[src/rtl/oam_dma_ctrl.sv]
// OAM sprite DMA controller and CPU/DMA bus multiplexer.
// A CPU store to the DMA register halts the CPU. After a settle delay the
// block takes the memory bus and copies 256 bytes from page {page,00..FF}
// to the OAM data register. It then releases the bus and the CPU.
module oam_dma_ctrl #(
  parameter logic [15:0] DMA_REG_ADDR  = 16'h4014,
  parameter logic [15:0] OAM_DATA_ADDR = 16'h2004,
  parameter int          HALT_SETTLE   = 6,
  parameter int          READ_LATENCY  = 2
) (
  input  logic        clk,
  input  logic        rst,
  input  logic [15:0] cpu_addr,
  input  logic [7:0]  cpu_data_out,
  input  logic        cpu_write_en,
  input  logic        cpu_read_en,
  output logic [15:0] mem_addr,
  output logic [7:0]  mem_data_out,
  output logic        mem_write_en,
  output logic        mem_read_en,
  input  logic [7:0]  mem_data_in,
  output logic        cpu_halt,
  output logic        dma_busy,
  output logic        dma_done
);

  typedef enum logic [2:0] {
    IDLE,
    SETTLE,
    RD,
    WAIT,
    WR,
    DONE
  } state_t;

  // Terminal counts for the settle delay and for the read-data wait.
  localparam logic [7:0] SETTLE_LAST = 8'(HALT_SETTLE - 1);
  localparam logic [7:0] WAIT_LAST   = 8'(READ_LATENCY - 1);

  state_t      state;
  logic [7:0]  page;
  logic [7:0]  index;
  logic [7:0]  cnt;
  logic [7:0]  data;
  logic [15:0] dma_addr;
  logic        dma_we;
  logic        dma_re;

  // The bus follows the CPU unless the DMA owns it. CPU strobes are dropped while the DMA is busy.
  assign mem_addr     = dma_busy ? dma_addr : cpu_addr;
  assign mem_data_out = dma_busy ? data     : cpu_data_out;
  assign mem_write_en = dma_busy ? dma_we   : cpu_write_en;
  assign mem_read_en  = dma_busy ? dma_re   : cpu_read_en;

  // Transfer sequencer. All bus-side DMA signals are registered on the entry edge of each state.
  always_ff @(posedge clk or posedge rst) begin
    if (rst) begin
      state    <= IDLE;
      page     <= 8'h00;
      index    <= 8'h00;
      cnt      <= 8'h00;
      data     <= 8'h00;
      dma_addr <= 16'h0000;
      dma_we   <= 1'b0;
      dma_re   <= 1'b0;
      cpu_halt <= 1'b0;
      dma_busy <= 1'b0;
      dma_done <= 1'b0;
    end else begin
      case (state)
        IDLE: begin
          dma_done <= 1'b0;
          // The triggering store still reaches the bus, because the mux is in pass-through.
          if (cpu_write_en && (cpu_addr == DMA_REG_ADDR)) begin
            page     <= cpu_data_out;
            index    <= 8'h00;
            cnt      <= 8'h00;
            cpu_halt <= 1'b1;
            state    <= SETTLE;
          end
        end
        SETTLE: begin
          // Let the CPU finish its in-flight access before the bus is taken.
          if (cnt == SETTLE_LAST) begin
            dma_busy <= 1'b1;
            dma_addr <= {page, index};
            dma_re   <= 1'b1;
            state    <= RD;
          end else begin
            cnt <= cnt + 8'd1;
          end
        end
        RD: begin
          dma_re <= 1'b0;
          cnt    <= 8'h00;
          state  <= WAIT;
        end
        WAIT: begin
          // Read data becomes valid READ_LATENCY cycles after the read pulse.
          if (cnt == WAIT_LAST) begin
            data     <= mem_data_in;
            dma_addr <= OAM_DATA_ADDR;
            dma_we   <= 1'b1;
            state    <= WR;
          end else begin
            cnt <= cnt + 8'd1;
          end
        end
        WR: begin
          dma_we <= 1'b0;
          // Stop after byte FF. The page never increments.
          if (index == 8'hFF) begin
            dma_done <= 1'b1;
            state    <= DONE;
          end else begin
            index    <= index + 8'd1;
            dma_addr <= {page, index + 8'd1};
            dma_re   <= 1'b1;
            state    <= RD;
          end
        end
        DONE: begin
          dma_done <= 1'b0;
          dma_busy <= 1'b0;
          cpu_halt <= 1'b0;
          state    <= IDLE;
        end
        default: begin
          state <= IDLE;
        end
      endcase
    end
  end

endmodule

[config.mk]
export PLATFORM = sky130hd
export DESIGN_NAME = oam_dma_ctrl
export DESIGN_NICKNAME = d
export VERILOG_FILES = /design/src/rtl/oam_dma_ctrl.sv
export SDC_FILE = /design/constraint.sdc
export NUM_CORES = 1
export LEC_CHECK = 0
export ABC_AREA = 1
export BUFFER_PORTS_ARGS = -buffer_cell sky130_fd_sc_hd__clkbuf_2
export CORE_ASPECT_RATIO = 1.75
export CORE_MARGIN = 5
export CORE_UTILIZATION = 30
export CTS_CLUSTER_DIAMETER = 100
export CTS_CLUSTER_SIZE = 12
export DETAILED_ROUTE_END_ITERATION = 12
export PLACE_DENSITY = 0.53
export SETUP_SLACK_MARGIN = 0.05
export SLEW_MARGIN = 20
export SYNTH_ARGS = -nofsm -noshare
export SYNTH_HDL_FRONTEND = slang
export SYNTH_SLANG_ARGS = --single-unit
[constraint.sdc]
create_clock -name clk -period 2.9 [get_ports clk]
set_clock_uncertainty 0.2 [all_clocks]
set_input_delay 0.29 -clock clk [delete_from_list [all_inputs] [get_ports clk]]
set_output_delay 0.29 -clock clk [all_outputs]
set_load 0.1 [all_outputs]
==> flow_metrics.env, run 1 <==
export IMPL_status="finished, final reports clean"
export IMPL_power_frac_clock=0.196
export IMPL_ir_drop_mv=0.363
export IMPL_drtPass1Iterations=4
export IMPL_grt_overflow_total=0
export IMPL_path_max_fanout=25
export IMPL_cp_data_required_time_ns=2.41
export IMPL_drc=0
export IMPL_cts_max_path_buffers=2
export IMPL_critPathKind="reg2out"
export IMPL_relSlewSlack=0.573
export IMPL_hpwl_um=6590
export IMPL_cts_resized=0
export IMPL_worstPathArrival_ns=1.95
export IMPL_n_fill_cell=1078
export IMPL_finalHoldViolCount=0
export IMPL_power_internal_w=0.00171
export IMPL_fp_dieH_um=145
export IMPL_vias_per_cell=4.51
export IMPL_cts_sinks=56
export IMPL_die_w_um=87.0
export IMPL_antenna_cells=0
export IMPL_start_kind="flip-flop"
export IMPL_grt_pass1_wl_um=13900
export IMPL_cpPeakStageDelay_ns=0.61
export IMPL_tightest_slew_ns=0.639
export IMPL_cts_buffers_inserted=5
export IMPL_grt_max_degree=30
export IMPL_row_count=49
export IMPL_synth_yosys_seq_area_share=0.450
export IMPL_p_leak_nw=2.08
export IMPL_cts_tree="done"
export IMPL_setup_viol=0
export IMPL_clkTransAtPathRegs_ns=0.07
export IMPL_grt_setup_unrepaired="no"
export IMPL_p_sw_w=0.00184
export IMPL_slowest_stage="dfrtp_2"
export IMPL_portBuffers=64
export IMPL_synth_cell_types=32
export IMPL_cap_viol_max_count=0
export IMPL_cts_max_level=2
export IMPL_drtIter0Drc=109
export IMPL_grt_pass1_vias=2894
export IMPL_crit_chain="buf_4 > nand2_1 > o21ai_2 > clkbuf_2"
export IMPL_multiInputGateArea_mm2=0.00153
export IMPL_netlist_instances=441
export IMPL_routed_wl_um=8360
export IMPL_wl_per_cell_um=13.1
export IMPL_grt_usage=0.141
export IMPL_tns_ns=0
export IMPL_powerDensity_mw_per_mm2=918
export IMPL_io_pins=65
export IMPL_antenna_found_initial=0
export IMPL_total_power_w=0.00355
export IMPL_insertion_delay_ns=0.30
export IMPL_syn_to_final_growth_pct=24.0
export IMPL_dr_total_vias=2880
export IMPL_fmax_ghz=0.411
export IMPL_switching_share=0.518
export IMPL_fin_nets=549
export IMPL_crit_buf_inv=2
export IMPL_core_area_mm2=0.0102
export IMPL_crit_family="buffers and inverters"
export IMPL_p_seq_frac=0.296
export IMPL_ctsHoldBuffers=6
export IMPL_ant_nets=0
export IMPL_synth_area_mm2=0.00312
export IMPL_cts_root_buffer="clkbuf_16"
export IMPL_drive_above_1_share=0.229
export IMPL_worstSetupEndpointType="primary output"
export IMPL_dieArea_mm2=0.0126
export IMPL_ys_ff_latch=56
export IMPL_fin_crit_sh=0.840
export IMPL_slew_viol_final=0
export IMPL_post_cts_buffers=0
export IMPL_combPwrFrac=0.507
export IMPL_syn_area_per_cell_um2=7.06
export IMPL_routabilityCongestion=0.829
export IMPL_hp_class="in2reg"
export IMPL_seqCellArea_mm2=0.00140
export IMPL_initial_utilization=0.304
export IMPL_period_minus_slack_ns=2.44
export IMPL_synth_fp_nets=480
export IMPL_yosys_warnings=0
==> area by class of cell <==
class / count / area share
Multi-Input combinational cell: 326 / 0.397
Sequential cell: 56 / 0.363
Clock buffer: 5 / 0.0324
Clock inverter: 3 / 0.0110
Inverter: 48 / 0.0466
Tap cell: 127 / 0.0411
Timing Repair Buffer: 73 / 0.109
==> cell usage after synthesis, drive strengths merged <==
cell type    n  area [µm²]
nand3b       2        15.0
xor2         1        8.76
ha           3        37.5
nor3b        1        7.51
nand2      194         758
inv         48         180
a21oi        7        35.0
a21boi       1        7.51
o21bai       3        22.5
or2          3        18.8
o21a         1        7.51
buf          5        37.5
and2         1        6.26
dfrtp       56        1400
nand3       20         118
o21ai       43         219
nor3         1        5.00
clkbuf       6        22.5
nand4        2        18.8
nor2        43         189
==> cells by family after synthesis <==
family	share of synthesized area
buffers and inverters	0.0771
and+or+nand+nor	0.365
xor gates and xnor gates	0.00281
adders and majority gates	0.0120
AOI/OAI and AO/OA	0.0936
DFF	0.450
==> power groups by stage <==
stage | Sequential [W] | Combinational (W) | Clock [W]
after global placement | 0.00106 | 0.00181 | 0
after floorplan | 0.00110 | 0.00144 | 0
after CTS | 0.00105 | 0.00183 | 0.000712
final | 0.00105 | 0.00180 | 0.000697
after detailed placement | 0.00107 | 0.00182 | 0
after global routing | 0.00108 | 0.00195 | 0.000745
==> cell usage in the layout (no fill, tap or decap), types with 2 or more instances in the layout <==
master and count:
inv_1 42, clkbuf_2 62, o21bai_1 3, a21oi_1 7, buf_4 4, nor2_1 36, dlygate4sd3_1 6, o21ai_1 8
nand2_1 188, o21ai_2 17, nor2_2 5, dfrtp_1 55, nand2_4 3, ha_1 3, inv_2 6, nand3b_1 2
nand2_2 3, nor2_4 2, o21ai_0 18, nand3_1 18, or2_2 2, clkbuf_16 5
==> worst paths after layout <==
kind,slack (ns),endpoint,start,cells after the start
max in group asynchronous,1.43,cnt[7],rst,4
max reg2reg,0.93,cnt[7],state[0],7
min in group asynchronous,0.41,dma_addr[9],rst,3
min reg2reg,0.28,dma_addr[12],dma_addr[12],2
min,0.004,data[4],mem_data_in[4],3
max,0.46,mem_addr[6],dma_busy,4
==> state kept, by name, indices dropped and copies added (netlist names) <==
register / cells
dma_busy: 1
cpu_halt: 1
page: 8
state: 3
dma_addr: 16
dma_done: 1
data: 8
cnt: 8
index: 8
dma_we: 1
dma_re: 1
==> metrics by stage <==
stage                     hold slack (ns)  instance area (µm²)  utilization  std cells  setup WS (ns)
after floorplan                     0.200                 3180            -        441         -0.325
after global placement              0.198                 3640        0.355        624          0.812
after detailed placement            0.198                 3640        0.355        624          0.777
after CTS                         0.00178                 3860        0.377        638          0.447
after global routing               0.0122                 3860        0.377        638          0.347
final                             0.00362                 3860        0.377        638          0.464
==> tightest hold or removal path, stage by stage <==
cell and delay (ns):
clkbuf_2 0.08, nand2_1 0.04, nand2_1 0.05
==> layer usage <==
| layer | vias up | global-route usage | wire, µm | share of wire |
|---|---|---|---|---|
| li1 | 1505 | - | - | - |
| met3 | 12 | 0.0227 | 314 | 0.038 |
| met1 | 1314 | 0.147 | 3220 | 0.39 |
| met5 | - | 0 | 0 | 0 |
| met2 | 49 | 0.275 | 4650 | 0.56 |
| met4 | 0 | 0.0550 | 179 | 0.021 |
No activity file was read; power rests on OpenSTA's default activity.
==> run 2: changes to the inputs <==
--- a/config.mk
+++ b/config.mk
@@ -13,7 +13,7 @@
 export CTS_CLUSTER_DIAMETER = 100
 export CTS_CLUSTER_SIZE = 12
 export DETAILED_ROUTE_END_ITERATION = 12
-export PLACE_DENSITY = 0.53
+export PLACE_DENSITY = 0.55
 export SETUP_SLACK_MARGIN = 0.05
 export SLEW_MARGIN = 20
 export SYNTH_ARGS = -nofsm -noshare
==> constraint.sdc (replaced) <==
create_clock -name clk -period 2.2 [get_ports clk]
set_clock_uncertainty 0.2 [all_clocks]
set_input_delay 0.22 -clock clk [delete_from_list [all_inputs] [get_ports clk]]
set_output_delay 0.22 -clock clk [all_outputs]
set_load 0.1 [all_outputs]
==> run 2 against run 1 <==
Power up 45%. Global-route usage down 0.19 points. Clock power up 31%. Hold slack better by 0.0071 ns. Critical path depth unchanged. Sequential share of layout area down 4.8 points. Worst setup slack worse by 0.24 ns. Largest power group unchanged.
==> flow_metrics.env, run 2 (same netlist as run 1, synthesis figures left out) <==
export IMPL_worstSetupEndpointType="primary output"
export IMPL_routabilityCongestion=0.842
export IMPL_vias_per_cell=4.57
export IMPL_grt_usage=0.140
export IMPL_syn_to_final_growth_pct=42.9
export IMPL_ir_drop_mv=0.868
export IMPL_fmax_ghz=0.507
export IMPL_crit_chain="inv_1 > nand2_1 > o21ai_4 > buf_12"
export IMPL_start_kind="flip-flop"
export IMPL_grt_busiest_layer="met2"
export IMPL_post_cts_buffers=0
export IMPL_fp_dieH_um=145
export IMPL_holdWs_ns=0.0107
export IMPL_clkTransAtPathRegs_ns=0.07
export IMPL_r2r_start="index[0]"
export IMPL_cts_tree="done"
export IMPL_grt_max_degree=43
export IMPL_status="finished, final reports clean"
export IMPL_period_minus_slack_ns=1.97
export IMPL_drtPass1Iterations=6
export IMPL_startpoint="dma_busy"
export IMPL_cts_sinks=56
export IMPL_core_area_mm2=0.0102
export IMPL_ant_nets=0
export IMPL_slew_viol_final=0
export IMPL_hpwl_um=6510
export IMPL_fin_nets=556
export IMPL_grt_setup_unrepaired="no"
export IMPL_antenna_found_initial=0
export IMPL_die_w_um=87.0
export IMPL_relSlewSlack=0.619
export IMPL_crit_buf_inv=2
export IMPL_row_count=49
export IMPL_slowest_stage="dfrtp_2"
export IMPL_wl_per_cell_um=12.7
export IMPL_dr_total_vias=2947
export IMPL_hp_class="in2reg"
export IMPL_use_met2=0.267
export IMPL_dieArea_mm2=0.0126
export IMPL_insertion_delay_ns=0.29
export IMPL_routed_wl_um=8200
export IMPL_cts_buffers_inserted=5
export IMPL_min_from="cpu_data_out[3]"
export IMPL_final_cell_mix="181 x nand2_1, 55 x dfrtp_1, 42 x inv_1, 37 x clkbuf_2, 36 x nor2_1"
export IMPL_critPathKind="reg2out"
export IMPL_drc=0
export IMPL_powerDensity_mw_per_mm2=1150
export IMPL_use_met3=0.0232
export IMPL_cap_viol_max_count=0
export IMPL_largest_reg_flops=16
export IMPL_final_common_cell="nand2_1"
export IMPL_combPwrFrac=0.559
export IMPL_met1_usage=0.149
export IMPL_tightest_slew_ns=0.571
export IMPL_cts_max_level=2
export IMPL_finalHoldViolCount=0
export IMPL_p_sw_w=0.00250
export IMPL_fin_crit_sh=0.897
export IMPL_cts_root_buffer="clkbuf_16"
export IMPL_p_leak_nw=2.27
export IMPL_worstPathArrival_ns=1.55
export IMPL_power_internal_w=0.00264
export IMPL_p_seq_frac=0.263
export IMPL_cts_max_path_buffers=2
export IMPL_path_max_fanout=12
export IMPL_grt_pass1_wl_um=14000
export IMPL_drtIter0Drc=185
export IMPL_antenna_cells=0
export IMPL_cpPeakStageDelay_ns=0.42
export IMPL_power_frac_clock=0.178
export IMPL_largest_register="dma_addr"
export IMPL_portBuffers=64
export IMPL_io_pins=65
export IMPL_drive_above_1_share=0.249
export IMPL_initial_utilization=0.304
export IMPL_cp_data_required_time_ns=1.78
export IMPL_setup_viol=0
export IMPL_crit_family="buffers and inverters"
export IMPL_grt_overflow_total=0
export IMPL_postLayoutCoreUtil=0.435
export IMPL_grt_pass1_vias=3021
export IMPL_switching_share=0.486
run 2: final timing paths:
path / cells after the start / to / slack [ns]
max: 4 / mem_write_en / 0.23
min: 3 / page[3] / 0.01
max reg2reg: 8 / dma_addr[11] / 0.30
min reg2reg: 2 / dma_addr[14] / 0.27
max in group asynchronous: 4 / dma_busy / 0.78
min in group asynchronous: 3 / page[4] / 0.31
run 2: repair_timing:
item,in CTS,in global routing
hold buffers,11,0
hold endpoints to repair,33,0
gates resized for setup,0,0
run 2: area by class of cell:
| class | instances | area (µm²) |
|---|---|---|
| repair buffers | 80 | 886 |
| multi-input cells | 326 | 1650 |
| flip-flops and latches | 56 | 1400 |
| inverters | 48 | 180 |
| well taps | 127 | 159 |
| clock buffers | 5 | 125 |
| fillers | 997 | 5790 |
| clock inverters | 3 | 47.5 |
run 2: metal layers:
metal / share of wire / wire (µm)
met4: 0.024 / 194
met3: 0.041 / 333
met1: 0.39 / 3220
met5: 0 / 0
met2: 0.54 / 4450
run 2: per-stage QoR:
| stage | instance area [µm²] | TNS [ns] | total power [W] | instances | setup WS, ns |
|---|---|---|---|---|---|
| after floorplan | 3300 | -0.359 | 0.00343 | 441 | -0.0717 |
| after global placement | 4170 | 0 | 0.00423 | 626 | 0.352 |
| after detailed placement | 4170 | 0 | 0.00425 | 626 | 0.305 |
| after CTS | 4450 | 0 | 0.00520 | 645 | 0.184 |
| after global routing | 4450 | 0 | 0.00545 | 645 | 0.0745 |
| final | 4450 | 0 | 0.00514 | 645 | 0.227 |
run 2: power by group through the flow:
| stage | Combinational (W) | Clock [W] | Sequential, W |
|---|---|---|---|
| CTS | 0.00290 | 0.000946 | 0.00135 |
| detailed placement | 0.00288 | 0 | 0.00137 |
| global placement | 0.00286 | 0 | 0.00137 |
| finish | 0.00287 | 0.000916 | 0.00135 |
| global route | 0.00309 | 0.000976 | 0.00138 |
| floorplan | 0.00198 | 0 | 0.00145 |
run 2: worst register-to-register path: stages, from the launching register on:
cell and delay, ns:
dfrtp_1 0.43, ha_1 0.24, nand2_1 0.15, nor2_4 0.07
nand3_4 0.11, o21ai_2 0.10, nor2_4 0.34, nand2_1 0.12
nand2_1 0.09
==> run 3: changes to the inputs <==
--- a/config.mk
+++ b/config.mk
@@ -9,11 +9,11 @@
 export BUFFER_PORTS_ARGS = -buffer_cell sky130_fd_sc_hd__clkbuf_2
 export CORE_ASPECT_RATIO = 1.75
 export CORE_MARGIN = 5
-export CORE_UTILIZATION = 30
+export CORE_UTILIZATION = 38
 export CTS_CLUSTER_DIAMETER = 100
 export CTS_CLUSTER_SIZE = 12
 export DETAILED_ROUTE_END_ITERATION = 12
-export PLACE_DENSITY = 0.55
+export PLACE_DENSITY = 0.65
 export SETUP_SLACK_MARGIN = 0.05
 export SLEW_MARGIN = 20
 export SYNTH_ARGS = -nofsm -noshare
==> run 3 against run 2 <==
Clock power down 10%. Die area down 19%. Routed wire length up 0.82%. First-iteration DRC count down 8.6%. Critical endpoint unchanged.
==> flow_metrics.env, run 3 (same netlist as run 1, synthesis figures left out) <==
export IMPL_postLayoutCoreUtil=0.549
export IMPL_slowest_stage="dfrtp_2"
export IMPL_worst_slack_ns=0.230
export IMPL_cts_root_buffer="clkbuf_16"
export IMPL_slew_viol_final=0
export IMPL_r2r_start="cnt[1]"
export IMPL_insertion_delay_ns=0.29
export IMPL_hp_class="in2reg"
export IMPL_cpPeakStageDelay_ns=0.42
export IMPL_critPathKind="reg2out"
export IMPL_ant_nets=0
export IMPL_core_area_mm2=0.00796
export IMPL_total_power_w=0.00504
export IMPL_holdPathEnd="page[4]"
export IMPL_grt_pass1_wl_um=13900
export IMPL_final_cell_mix="181 x nand2_1, 55 x dfrtp_1, 42 x inv_1, 37 x clkbuf_2, 36 x nor2_1"
export IMPL_dr_total_vias=2998
export IMPL_grt_usage=0.172
export IMPL_clkTransAtPathRegs_ns=0.07
export IMPL_whs_path_depth=3
export IMPL_fin_crit_sh=0.896
export IMPL_cts_max_level=2
export IMPL_powerDensity_mw_per_mm2=1150
export IMPL_tightest_slew_ns=0.560
export IMPL_min_from="cpu_data_out[4]"
export IMPL_hpwl_um=6290
export IMPL_r2r_cells=10
export IMPL_period_minus_slack_ns=1.97
export IMPL_worstPathArrival_ns=1.55
export IMPL_wl_per_cell_um=13.6
export IMPL_drc=0
export IMPL_vias_per_cell=4.95
export IMPL_relSlewSlack=0.628
export IMPL_fmax_ghz=0.508
export IMPL_cts_tree="done"
export IMPL_ctsHoldBuffers=10
export IMPL_ir_drop_mv=0.546
export IMPL_routed_wl_um=8270
export IMPL_cts_resized=0
export IMPL_post_cts_buffers=0
export IMPL_grt_overflow_total=0
export IMPL_cts_buffers_inserted=5
export IMPL_dieArea_mm2=0.0102
export IMPL_cts_sinks=56
export IMPL_dpl_cell_area_mm2=0.00412
export IMPL_routabilityCongestion=0.843
export IMPL_largest_reg_flops=16
export IMPL_fin_cells=606
export IMPL_grt_setup_unrepaired="no"
export IMPL_finalHoldViolCount=0
export IMPL_fin_nets=553
export IMPL_io_pins=65
export IMPL_drtIter0Drc=169
export IMPL_dp_slack_ns=0.259
export IMPL_regToRegSetupSlack_ns=0.30
export IMPL_initial_utilization=0.391
export IMPL_fp_dieH_um=130
export IMPL_cp_data_required_time_ns=1.78
export IMPL_worstSetupEndpointType="primary output"
export IMPL_largest_register="dma_addr"
export IMPL_drive_above_1_share=0.245
export IMPL_portBuffers=64
export IMPL_grt_pass1_vias=2964
export IMPL_p_leak_nw=2.25
export IMPL_antenna_found_initial=1
export IMPL_die_w_um=78.4
export IMPL_dp_cells=587
export IMPL_cap_viol_max_count=0
export IMPL_syn_to_final_growth_pct=40.4
export IMPL_grt_max_degree=57
export IMPL_final_area_mm2=0.00437
export IMPL_start_kind="flip-flop"
export IMPL_row_count=43
export IMPL_status="finished, final reports clean"
export IMPL_crit_chain="inv_1 > nand2_1 > o21ai_4 > buf_12"
export IMPL_setup_viol=0
export IMPL_path_max_fanout=12
export IMPL_final_common_cell="nand2_1"
export IMPL_reg2reg_to="cnt[2]"
export IMPL_cts_max_path_buffers=2
export IMPL_n_fill_cell=727
export IMPL_drtPass1Iterations=4
-- run 3: worst max-delay path: cells and delay by family (launching register included) --
kind | cells | cell delay, ns
AOI/OAI and AO/OA | 1 | 0.10
buffers and inverters | 2 | 0.56
and+or+nand+nor | 1 | 0.17
DFF | 1 | 0.42
-- run 3: routing by layer --
metal | track usage | wire length [µm] | up-vias
met5 | 0 | 0 | -
met4 | 0.0834 | 271 | 0
met3 | 0.0276 | 273 | 19
met2 | 0.317 | 4530 | 69
met1 | 0.192 | 3190 | 1398
li1 | - | - | 1512
-- run 3: worst max-delay path by stage --
| stage | start | end | slack (ns) |
|---|---|---|---|
| after floorplan | dma_busy | mem_data_out[2] | -0.07 |
| after global placement | cpu_addr[4] | cnt[6] | 0.30 |
| after detailed placement | cpu_addr[4] | cnt[2] | 0.26 |
| after CTS | dma_busy | mem_write_en | 0.20 |
| after global routing | cnt[1] | dma_addr[11] | 0.08 |
| final | dma_busy | mem_write_en | 0.23 |
-- run 3: report_power, final --
group          switching [W]  internal [W]
sequential          0.000142       0.00122
clock               0.000368      0.000455
combinational        0.00199      0.000867
total                0.00250       0.00254
-- run 3: through the flow --
stage / hold WS [ns] / setup TNS [ns]
6_report: 0.0116 / 0
3_5_place_dp: 0.0841 / 0
3_3_place_gp: 0.0775 / 0
4_1_cts: 0.00782 / 0
5_1_grt: 0.0303 / 0
2_1_floorplan: 0.130 / -0.359
-- run 3: layout make-up --
type	instances	area [µm²]	area share
timing repair buffer	77	873	0.200
inverter	48	180	0.0412
multi-input combinational	326	1650	0.378
antenna	1	2.50	0.000572
clock inverter	1	7.51	0.00172
clock buffer	7	143	0.0326
sequential	56	1400	0.321
tap	90	113	0.0257
